===== config.mk =====
export PLATFORM = sky130hd
export DESIGN_NAME = rr_mux_arbiter
export DESIGN_NICKNAME = d
export VERILOG_FILES = /design/src/rtl/rr_mux_arbiter_pkg.sv /design/src/rtl/mux4to1.sv /design/src/rtl/rr_pick4.sv /design/src/rtl/rr_mux_arbiter.sv
export SDC_FILE = /design/constraint.sdc
export NUM_CORES = 1
export LEC_CHECK = 0
export ABC_AREA = 0
export CAP_MARGIN = 20
export CORE_MARGIN = 4
export CORE_UTILIZATION = 29
export CTS_BUF_LIST = sky130_fd_sc_hd__clkbuf_8
export CTS_CLUSTER_SIZE = 40
export DETAILED_ROUTE_END_ITERATION = 12
export GPL_TIMING_DRIVEN = 0
export PLACE_DENSITY = 0.91
export REMOVE_ABC_BUFFERS = 1
export SKIP_LAST_GASP = 1
export SLEW_MARGIN = 0
export SYNTH_ARGS = -nofsm -noshare
export SYNTH_HDL_FRONTEND = slang
export SYNTH_HIERARCHICAL = 1
export SYNTH_SLANG_ARGS = --single-unit

===== constraint.sdc =====
create_clock -name clk -period 3.02 [get_ports clk]
set_input_delay 0.906 -clock clk [delete_from_list [all_inputs] [get_ports clk]]
set_output_delay 0.906 -clock clk [all_outputs]
set_load 0.01 [all_outputs]

===== src/rtl/rr_mux_arbiter_pkg.sv =====
// Shared constants and types for the four-way round-robin mux arbiter.
// Holds the state encoding and the index/one-hot helpers.
package rr_mux_arbiter_pkg;

  localparam int NUM_REQ = 4;
  localparam int IDX_W   = 2;

  typedef enum logic {
    ST_IDLE = 1'b0,
    ST_BUSY = 1'b1
  } state_e;

  function automatic logic [NUM_REQ-1:0] idx2onehot(input logic [IDX_W-1:0] idx);
    return NUM_REQ'(1) << idx;
  endfunction

endpackage


===== src/rtl/mux4to1.sv =====
// Plain four-input data mux; sel picks which input drives out.
module mux4to1 #(
  parameter int WIDTH = 32
) (
  input  logic [WIDTH-1:0] in0,
  input  logic [WIDTH-1:0] in1,
  input  logic [WIDTH-1:0] in2,
  input  logic [WIDTH-1:0] in3,
  input  logic [1:0]       sel,
  output logic [WIDTH-1:0] out
);

  always_comb begin
    out = in0;
    case (sel)
      2'd0: out = in0;
      2'd1: out = in1;
      2'd2: out = in2;
      2'd3: out = in3;
      default: out = in0;
    endcase
  end

endmodule


===== src/rtl/rr_pick4.sv =====
// Combinational round-robin picker: first set req bit at or above ptr,
// wrapping 3->0.
module rr_pick4
  import rr_mux_arbiter_pkg::*;
(
  input  logic [NUM_REQ-1:0] req,
  input  logic [IDX_W-1:0]   ptr,
  output logic               found,
  output logic [IDX_W-1:0]   idx
);

  logic [IDX_W-1:0] cand;

  // Scan from the farthest offset down so the nearest hit wins.
  always_comb begin
    found = 1'b0;
    idx   = ptr;
    cand  = ptr;
    for (int i = NUM_REQ-1; i >= 0; i--) begin
      cand = ptr + IDX_W'(i);
      if (req[cand]) begin
        found = 1'b1;
        idx   = cand;
      end
    end
  end

endmodule


===== src/rtl/rr_mux_arbiter.sv =====
// Round-robin arbiter sharing one datapath among four requesters, with a
// bounded burst per grant and a valid/ready handshake downstream.
module rr_mux_arbiter
  import rr_mux_arbiter_pkg::*;
#(
  parameter int WIDTH    = 32,
  parameter int MAX_HOLD = 4
) (
  input  logic               clk,
  input  logic               reset,
  input  logic [NUM_REQ-1:0] req,
  input  logic [WIDTH-1:0]   in0,
  input  logic [WIDTH-1:0]   in1,
  input  logic [WIDTH-1:0]   in2,
  input  logic [WIDTH-1:0]   in3,
  input  logic               out_ready,
  output logic [WIDTH-1:0]   out_data,
  output logic               out_valid,
  output logic [NUM_REQ-1:0] grant,
  output logic [IDX_W-1:0]   address
);

  localparam logic [3:0] HOLD_LAST = 4'(MAX_HOLD - 1);

  state_e             state_q;
  logic [NUM_REQ-1:0] grant_q;
  logic [IDX_W-1:0]   address_q;
  logic [IDX_W-1:0]   rr_ptr_q;
  logic [3:0]         hold_cnt_q;

  logic               busy;
  logic               owner_req;
  logic               xfer;
  logic               release_own;
  logic [IDX_W-1:0]   pick_ptr;
  logic               pick_found;
  logic [IDX_W-1:0]   pick_idx;

  assign busy      = (state_q == ST_BUSY);
  assign owner_req = req[address_q];
  assign out_valid = busy & owner_req;
  assign xfer      = out_valid & out_ready;

  assign release_own = busy & (~owner_req | (xfer & (hold_cnt_q == HOLD_LAST)));

  // On release the search starts just past the owner, so it lands last.
  assign pick_ptr = busy ? (address_q + IDX_W'(1)) : rr_ptr_q;

  rr_pick4 u_pick (
    .req   (req),
    .ptr   (pick_ptr),
    .found (pick_found),
    .idx   (pick_idx)
  );

  always_ff @(posedge clk or posedge reset) begin
    if (reset) begin
      state_q    <= ST_IDLE;
      grant_q    <= '0;
      address_q  <= '0;
      rr_ptr_q   <= '0;
      hold_cnt_q <= '0;
    end else begin
      case (state_q)
        ST_IDLE: begin
          if (pick_found) begin
            state_q    <= ST_BUSY;
            address_q  <= pick_idx;
            grant_q    <= idx2onehot(pick_idx);
            hold_cnt_q <= '0;
          end
        end
        ST_BUSY: begin
          if (release_own) begin
            rr_ptr_q   <= pick_ptr;
            hold_cnt_q <= '0;
            if (pick_found) begin
              address_q <= pick_idx;
              grant_q   <= idx2onehot(pick_idx);
            end else begin
              state_q   <= ST_IDLE;
              address_q <= '0;
              grant_q   <= '0;
            end
          end else if (xfer) begin
            hold_cnt_q <= hold_cnt_q + 4'd1;
          end
        end
        default: state_q <= ST_IDLE;
      endcase
    end
  end

  assign grant   = grant_q;
  assign address = address_q;

  mux4to1 #(.WIDTH(WIDTH)) u_mux (
    .in0 (in0),
    .in1 (in1),
    .in2 (in2),
    .in3 (in3),
    .sel (address_q),
    .out (out_data)
  );

endmodule

==> qor.csv, run 1 <==
metric;value;unit
Synth warnings;6;
cell area after synthesis;1620;um^2
Pwr Density;672;nW/um^2
share of the yosys chip area belonging to registers;0.201;
Netlist cell types;41;
largest net degree at the start of global routing;27;
vias in the first global route;1945;
CTS tree;built;
Buffers on Ports;173;
half-perimeter wire length after placement;6610;um
Clock transition at path regs;0.05;ns
max layer used;met4;
first-pass GRT wire length;10600;um
Cells after DPL;351;
setup slack after layout;-0.00544;ns
slew margin rel.;0.453;
Max Cap Viol;0;
CP required;2.11;ns
Mapped Cells;116;
# hold bufs at CTS;0;
DRT Pass-1 Iters;4;
Worst EP arrival;2.12;ns
critical path type;in2out;
Yosys reg bits;13;
initial antenna violation count;0;
wire length on met2;4250;um
Std-Cell Rows;26;
minimum clock period;3.03;ns
total wire length;7790;um
Vias;1850;
tightest hold margin;0.514;ns
routed wl met3;745;um
clk buf depth;2;
total core area;5270;um^2
Max Slew Vio Count;0;
Die X;82.7;um
GRT Util Overall;0.210;
fin cells;357;
worst min-delay path category;reg2reg;
Final nets;424;
Iter 0 DRT Violations;59;
Final Setup Violations;1;
Post-Syn Area per Cell;13.9;um^2
die height;82.7;um
crit path cell chain;clkdlybuf4s50_1 -> mux4_2 -> dlygate4sd2_1;
DRC Markers;0;
Die Area;6830;um^2
slowest cell on the critical path;mux4_2;
# diodes;0;
Worst-Margin Slew;0.821;ns
Worst Skew;0.00377;ns
Layout area overhead;109;%
max frequency;0.331;GHz
Root Driver;clkbuf_8;
commonest non-fill, non-tap cell in the layout;clkdlybuf4s50_1;
CP Max Fanout;1;
period utilization;1.00;
total CTS buffers;3;
wl on met1;2630;um
Peak VDD IR;0.000640;V
Starting Density;0.307;
Final GP Congestion;0.795;
commonest cells after routing, fill and taps aside;clkdlybuf4s50_1 (136), mux4_2 (31), dlygate4sd2_1 (28);
Crit path max-delay family;buffers and inverters;
Ports;174;
status;finished with violations;
Setup crit start kind;input port;
CP peak stage delay;0.48;ns
wire per inst;21.8;um
Buf/Inv on CP;2;
layout cells sized above 1;0.181;
failing checks;setup timing;
final hold vios;0;
Pleak;1.33;nW
H-tree Lvls;1;
final core utilization;0.642;
clk sinks;13;
worst-skew pair later-pin latency;0.25;ns
antenna-violating nets left;0;
Avg Vias per Cell;5.18;
CP endpoint kind;output port;
unrepaired setup endpoints after global routing;no;
grt ovf;0;
[cell usage after synthesis]
| library cell | count | area share |
|---|---|---|
| mux4_2 | 31 | 0.43 |
| nor2_1 | 5 | 0.012 |
| and2b_1 | 1 | 0.0046 |
| a32o_1 | 5 | 0.031 |
| and2_2 | 1 | 0.0046 |
| o31ai_1 | 1 | 0.0046 |
| o22ai_1 | 1 | 0.0039 |
| nand4_1 | 2 | 0.0077 |
| o221a_2 | 1 | 0.0070 |
| or4bb_1 | 1 | 0.0070 |
| clkbuf_1 | 1 | 0.0023 |
| and3b_1 | 1 | 0.0054 |
| a31o_2 | 2 | 0.011 |
| a31o_4 | 1 | 0.011 |
| ha_1 | 1 | 0.0077 |
| inv_1 | 7 | 0.016 |
| xnor2_1 | 1 | 0.0054 |
| o21ai_0 | 2 | 0.0062 |
| a2bb2oi_1 | 1 | 0.0054 |
| mux2_2 | 1 | 0.0070 |
| nor2b_1 | 2 | 0.0077 |
| and2b_2 | 2 | 0.011 |
| nand3_1 | 1 | 0.0031 |
| or4_1 | 1 | 0.0046 |
| a21boi_2 | 1 | 0.0070 |
| nor3b_1 | 2 | 0.0093 |
| mux2i_1 | 4 | 0.025 |
| mux4_1 | 2 | 0.033 |
| nor3_1 | 1 | 0.0031 |
| nand2_1 | 3 | 0.0070 |
| a22o_1 | 2 | 0.011 |
| a41oi_1 | 1 | 0.0054 |
| clkbuf_2 | 1 | 0.0031 |
| buf_12 | 3 | 0.037 |
| dfrtp_1 | 13 | 0.20 |
| buf_2 | 3 | 0.0093 |
| nand2b_1 | 1 | 0.0039 |
| a31oi_1 | 1 | 0.0039 |
| and3_1 | 1 | 0.0039 |
| a21oi_1 | 2 | 0.0062 |
| buf_6 | 2 | 0.014 |
[layout make-up]
class,instances,area [um^2]
clock buffer,3,41.3
clock inverter,1,3.75
fill,431,1880
inverter,7,26.3
multi-input combinational,86,1160
sequential,13,329
tap,70,87.6
timing repair buffer,177,1740
[flip-flops by register name (all words and copies together), names as in the netlist]
register,count
grant,4
hold_cnt_q,4
address,2
rr_ptr_q,2
busy,1
[through the flow]
| stage | cell area (um^2) | power, W | setup TNS [ns] | setup slack, ns |
|---|---|---|---|---|
| 2_1_floorplan | 1510 | 0.00133 | -4.73 | -0.426 |
| 3_3_place_gp | 3330 | 0.00219 | -34.49 | -1.26 |
| 3_5_place_dp | 3380 | 0.00228 | -6.04 | -0.727 |
| 4_1_cts | 3390 | 0.00229 | -0.151 | -0.151 |
| 5_1_grt | 3390 | 0.00242 | 0 | 0.000240 |
| 6_report | 3390 | 0.00228 | -0.00544 | -0.00544 |
[worst register-to-register path: cells and delay by family, from the launching register on]
family,cells,cell delay (ns)
AO/OA/AOI/OAI,2,0.43
XOR/XNOR,1,0.16
buffers and inverters,1,0.24
flip-flops,1,0.87
AND/OR/NAND/NOR,4,0.95
[per-layer routing]
metal  global-route usage  vias up
met5                    0        -
met4               0.0637        0
met3               0.0521       13
met2                0.406       94
met1                0.221      902
li1                     -      841
[timing repair]
action                     in CTS  in global routing
setup endpoints to repair      33                  7
buffers inserted                2                  0
hold endpoints to repair        0                  0
gates resized for setup        38                 13
[power by group]
part	switching [W]	internal [W]	total [W]	leakage [nW]
Sequential	0.000118	0.000239	0.000357	0.162
Combinational	0.000710	0.00106	0.00177	1.14
Clock	0.0000625	0.0000898	0.000152	0.0269
[final timing paths]
kind / start / end / slack [ns] / depth (start not counted)
setup reg to reg: address[1] / grant[0] / 0.25 / 8
min in group asynchronous: reset / hold_cnt_q[0] / 0.98 / 2
max in group asynchronous: reset / address[0] / 1.66 / 2
hold reg to reg: grant[3] / grant[3] / 0.51 / 1
hold / removal: grant[3] / grant[3] / 0.51 / 1
setup / recovery: in3[0] / out_data[0] / -0.005 / 3
[cells by family after synthesis]
kind of cell             count (synthesis)  synth area share
AO/OA/AOI/OAI                           21             0.113
XOR/XNOR                                 1           0.00542
adder cells (fa/ha/maj)                  1           0.00774
buffers and inverters                   17            0.0820
flip-flops                              13             0.201
multiplexers                            38             0.496
AND/OR/NAND/NOR                         25            0.0944
No activity file was read; power rests on OpenSTA's default activity.
==> inputs of run 2 (changes only) <==
--- a/config.mk
+++ b/config.mk
@@ -9,7 +9,6 @@
 export CAP_MARGIN = 20
 export CORE_MARGIN = 4
 export CORE_UTILIZATION = 29
-export CTS_BUF_LIST = sky130_fd_sc_hd__clkbuf_8
 export CTS_CLUSTER_SIZE = 40
 export DETAILED_ROUTE_END_ITERATION = 12
 export GPL_TIMING_DRIVEN = 0
==> run 2 against run 1 <==
  * The run still ends with setup timing left
  * Sequential power about the same
  * Wire length about the same
  * Non-clock buffer count unchanged
  * Maximum frequency unchanged
  * Cell count unchanged
  * Utilization unchanged
  * Sequential cell count unchanged
  * First-iteration DRC count unchanged
  * Largest cell class unchanged
==> qor.csv, run 2 (synthesized netlist as in run 1, its figures left out) <==
metric;value;unit;change
status;finished with violations;;
failing checks;setup timing;;
Vias;1850;;unchanged
clk sinks;13;;unchanged
die height;82.7;um;unchanged
tightest hold margin;0.514;ns;unchanged
Layout area overhead;109;%;unchanged
Avg Vias per Cell;5.18;;unchanged
Die X;82.7;um;unchanged
setup slack after layout;-0.00544;ns;unchanged
Max Slew Vio Count;0;;unchanged
grt ovf;0;;unchanged
max frequency;0.331;GHz;unchanged
Register-to-Register Path Depth;8;;unchanged
Final Setup Violations;1;;unchanged
slew margin rel.;0.453;;unchanged
clk buf depth;2;;unchanged
worst min-delay path category;reg2reg;;
fill count;431;;unchanged
vias in the first global route;1945;;unchanged
Iter 0 DRT Violations;59;;unchanged
Starting Density;0.307;;unchanged
Final GP Congestion;0.795;;unchanged
DRT Pass-1 Iters;4;;unchanged
CP endpoint kind;output port;;
critical path type;in2out;;
total core area;5270;um^2;unchanged
# hold bufs at CTS;0;;unchanged
Setup crit start kind;input port;;
hold path cells;1;;unchanged
commonest cells after routing, fill and taps aside;clkdlybuf4s50_1 (136), mux4_2 (31), dlygate4sd2_1 (28);;
Peak VDD IR;0.000640;V;about the same
commonest non-fill, non-tap cell in the layout;clkdlybuf4s50_1;;
minimum clock period;3.03;ns;unchanged
antenna-violating nets left;0;;unchanged
Die Area;6830;um^2;unchanged
first-pass GRT wire length;10600;um;unchanged
total wire length;7790;um;about the same
Worst EP arrival;2.12;ns;about the same
setup TNS;-0.00544;ns;unchanged
period utilization;1.00;;unchanged
final hold vios;0;;unchanged
H-tree Lvls;1;;unchanged
Pwr Density;673;nW/um^2;+0.14%
Max Cap Viol;0;;unchanged
Buffers on Ports;173;;unchanged
initial antenna violation count;0;;unchanged
wire per inst;21.8;um;about the same
CP required;2.11;ns;about the same
Root Driver;clkbuf_8;;
CTS tree;built;;
worst-skew pair later-pin latency;0.25;ns;about the same
layout cells sized above 1;0.181;;unchanged
unrepaired setup endpoints after global routing;no;;
GRT Util Overall;0.210;;unchanged
Ports;174;;unchanged
Worst-Margin Slew;0.821;ns;unchanged
largest net degree at the start of global routing;27;;unchanged
Final nets;424;;unchanged
Clock transition at path regs;0.05;ns;about the same
# diodes;0;;unchanged
final core utilization;0.642;;unchanged
Worst Skew;0.00320;ns;-0.000575 ns
half-perimeter wire length after placement;6610;um;unchanged
Std-Cell Rows;26;;unchanged
DRC Markers;0;;unchanged
Tot Pwr;0.00228;W;+0.14%
total CTS buffers;3;;unchanged
CP Max Fanout;1;;unchanged
Pleak;1.33;nW;-0.31%
-- run 2: cell types whose count changed in the layout (fill, tap and decap cells not counted) --
cell,before,now
clkbuf_1,0,1
inv_1,8,7
-- run 2: path summary, 6_finish.rpt --
kind	slack, ns	endpoint	from
worst min register to register	0.51	grant[3]	grant[3]
worst max register to register	0.25	grant[0]	address[1]
worst min-delay path	0.51	grant[3]	grant[3]
worst max-delay path	-0.005	out_data[0]	in3[0]
min in group asynchronous	0.98	hold_cnt_q[0]	reset
max in group asynchronous	1.66	address[0]	reset
-- run 2: layout make-up --
| class | instances | area, um^2 | area share |
|---|---|---|---|
| Clock buffer | 4 | 45.0 | 0.0133 |
| Inverter | 7 | 26.3 | 0.00776 |
| Multi-Input combinational cell | 86 | 1160 | 0.342 |
| Sequential cell | 13 | 329 | 0.0972 |
| Tap cell | 70 | 87.6 | 0.0259 |
| Timing Repair Buffer | 177 | 1740 | 0.514 |
-- run 2: metrics by stage --
stage                     std cells  setup WS, ns  area (um^2)
final                           357      -0.00544         3390
after global routing            357      0.000240         3390
after CTS                       357        -0.151         3390
after detailed placement        351        -0.727         3380
after global placement          349         -1.26         3330
after floorplan                 106        -0.426         1510
-- run 2: worst max-delay path: stages --
cell and delay [ns]:
clkdlybuf4s50_1 0.41, mux4_2 0.48, dlygate4sd2_1 0.32
-- run 2: repair_timing --
| action | CTS | global route |
|---|---|---|
| setup endpoints to repair | 33 | 7 |
| buffers inserted | 2 | 0 |
| gates resized for setup | 38 | 13 |
-- run 2: per-layer routing --
metal,global-route usage,routed length [um]
met5,0,0
met4,0.0637,169
met3,0.0521,741
met2,0.406,4260
met1,0.221,2620
-- run 2: where the power goes --
part | internal, W | total [W] | switching (W) | leakage [nW]
Combinational | 0.00106 | 0.00177 | 0.000710 | 1.14
Sequential | 0.000239 | 0.000357 | 0.000118 | 0.162
Clock | 0.0000933 | 0.000156 | 0.0000623 | 0.0228
Total | 0.00139 | 0.00228 | 0.000891 | 1.33
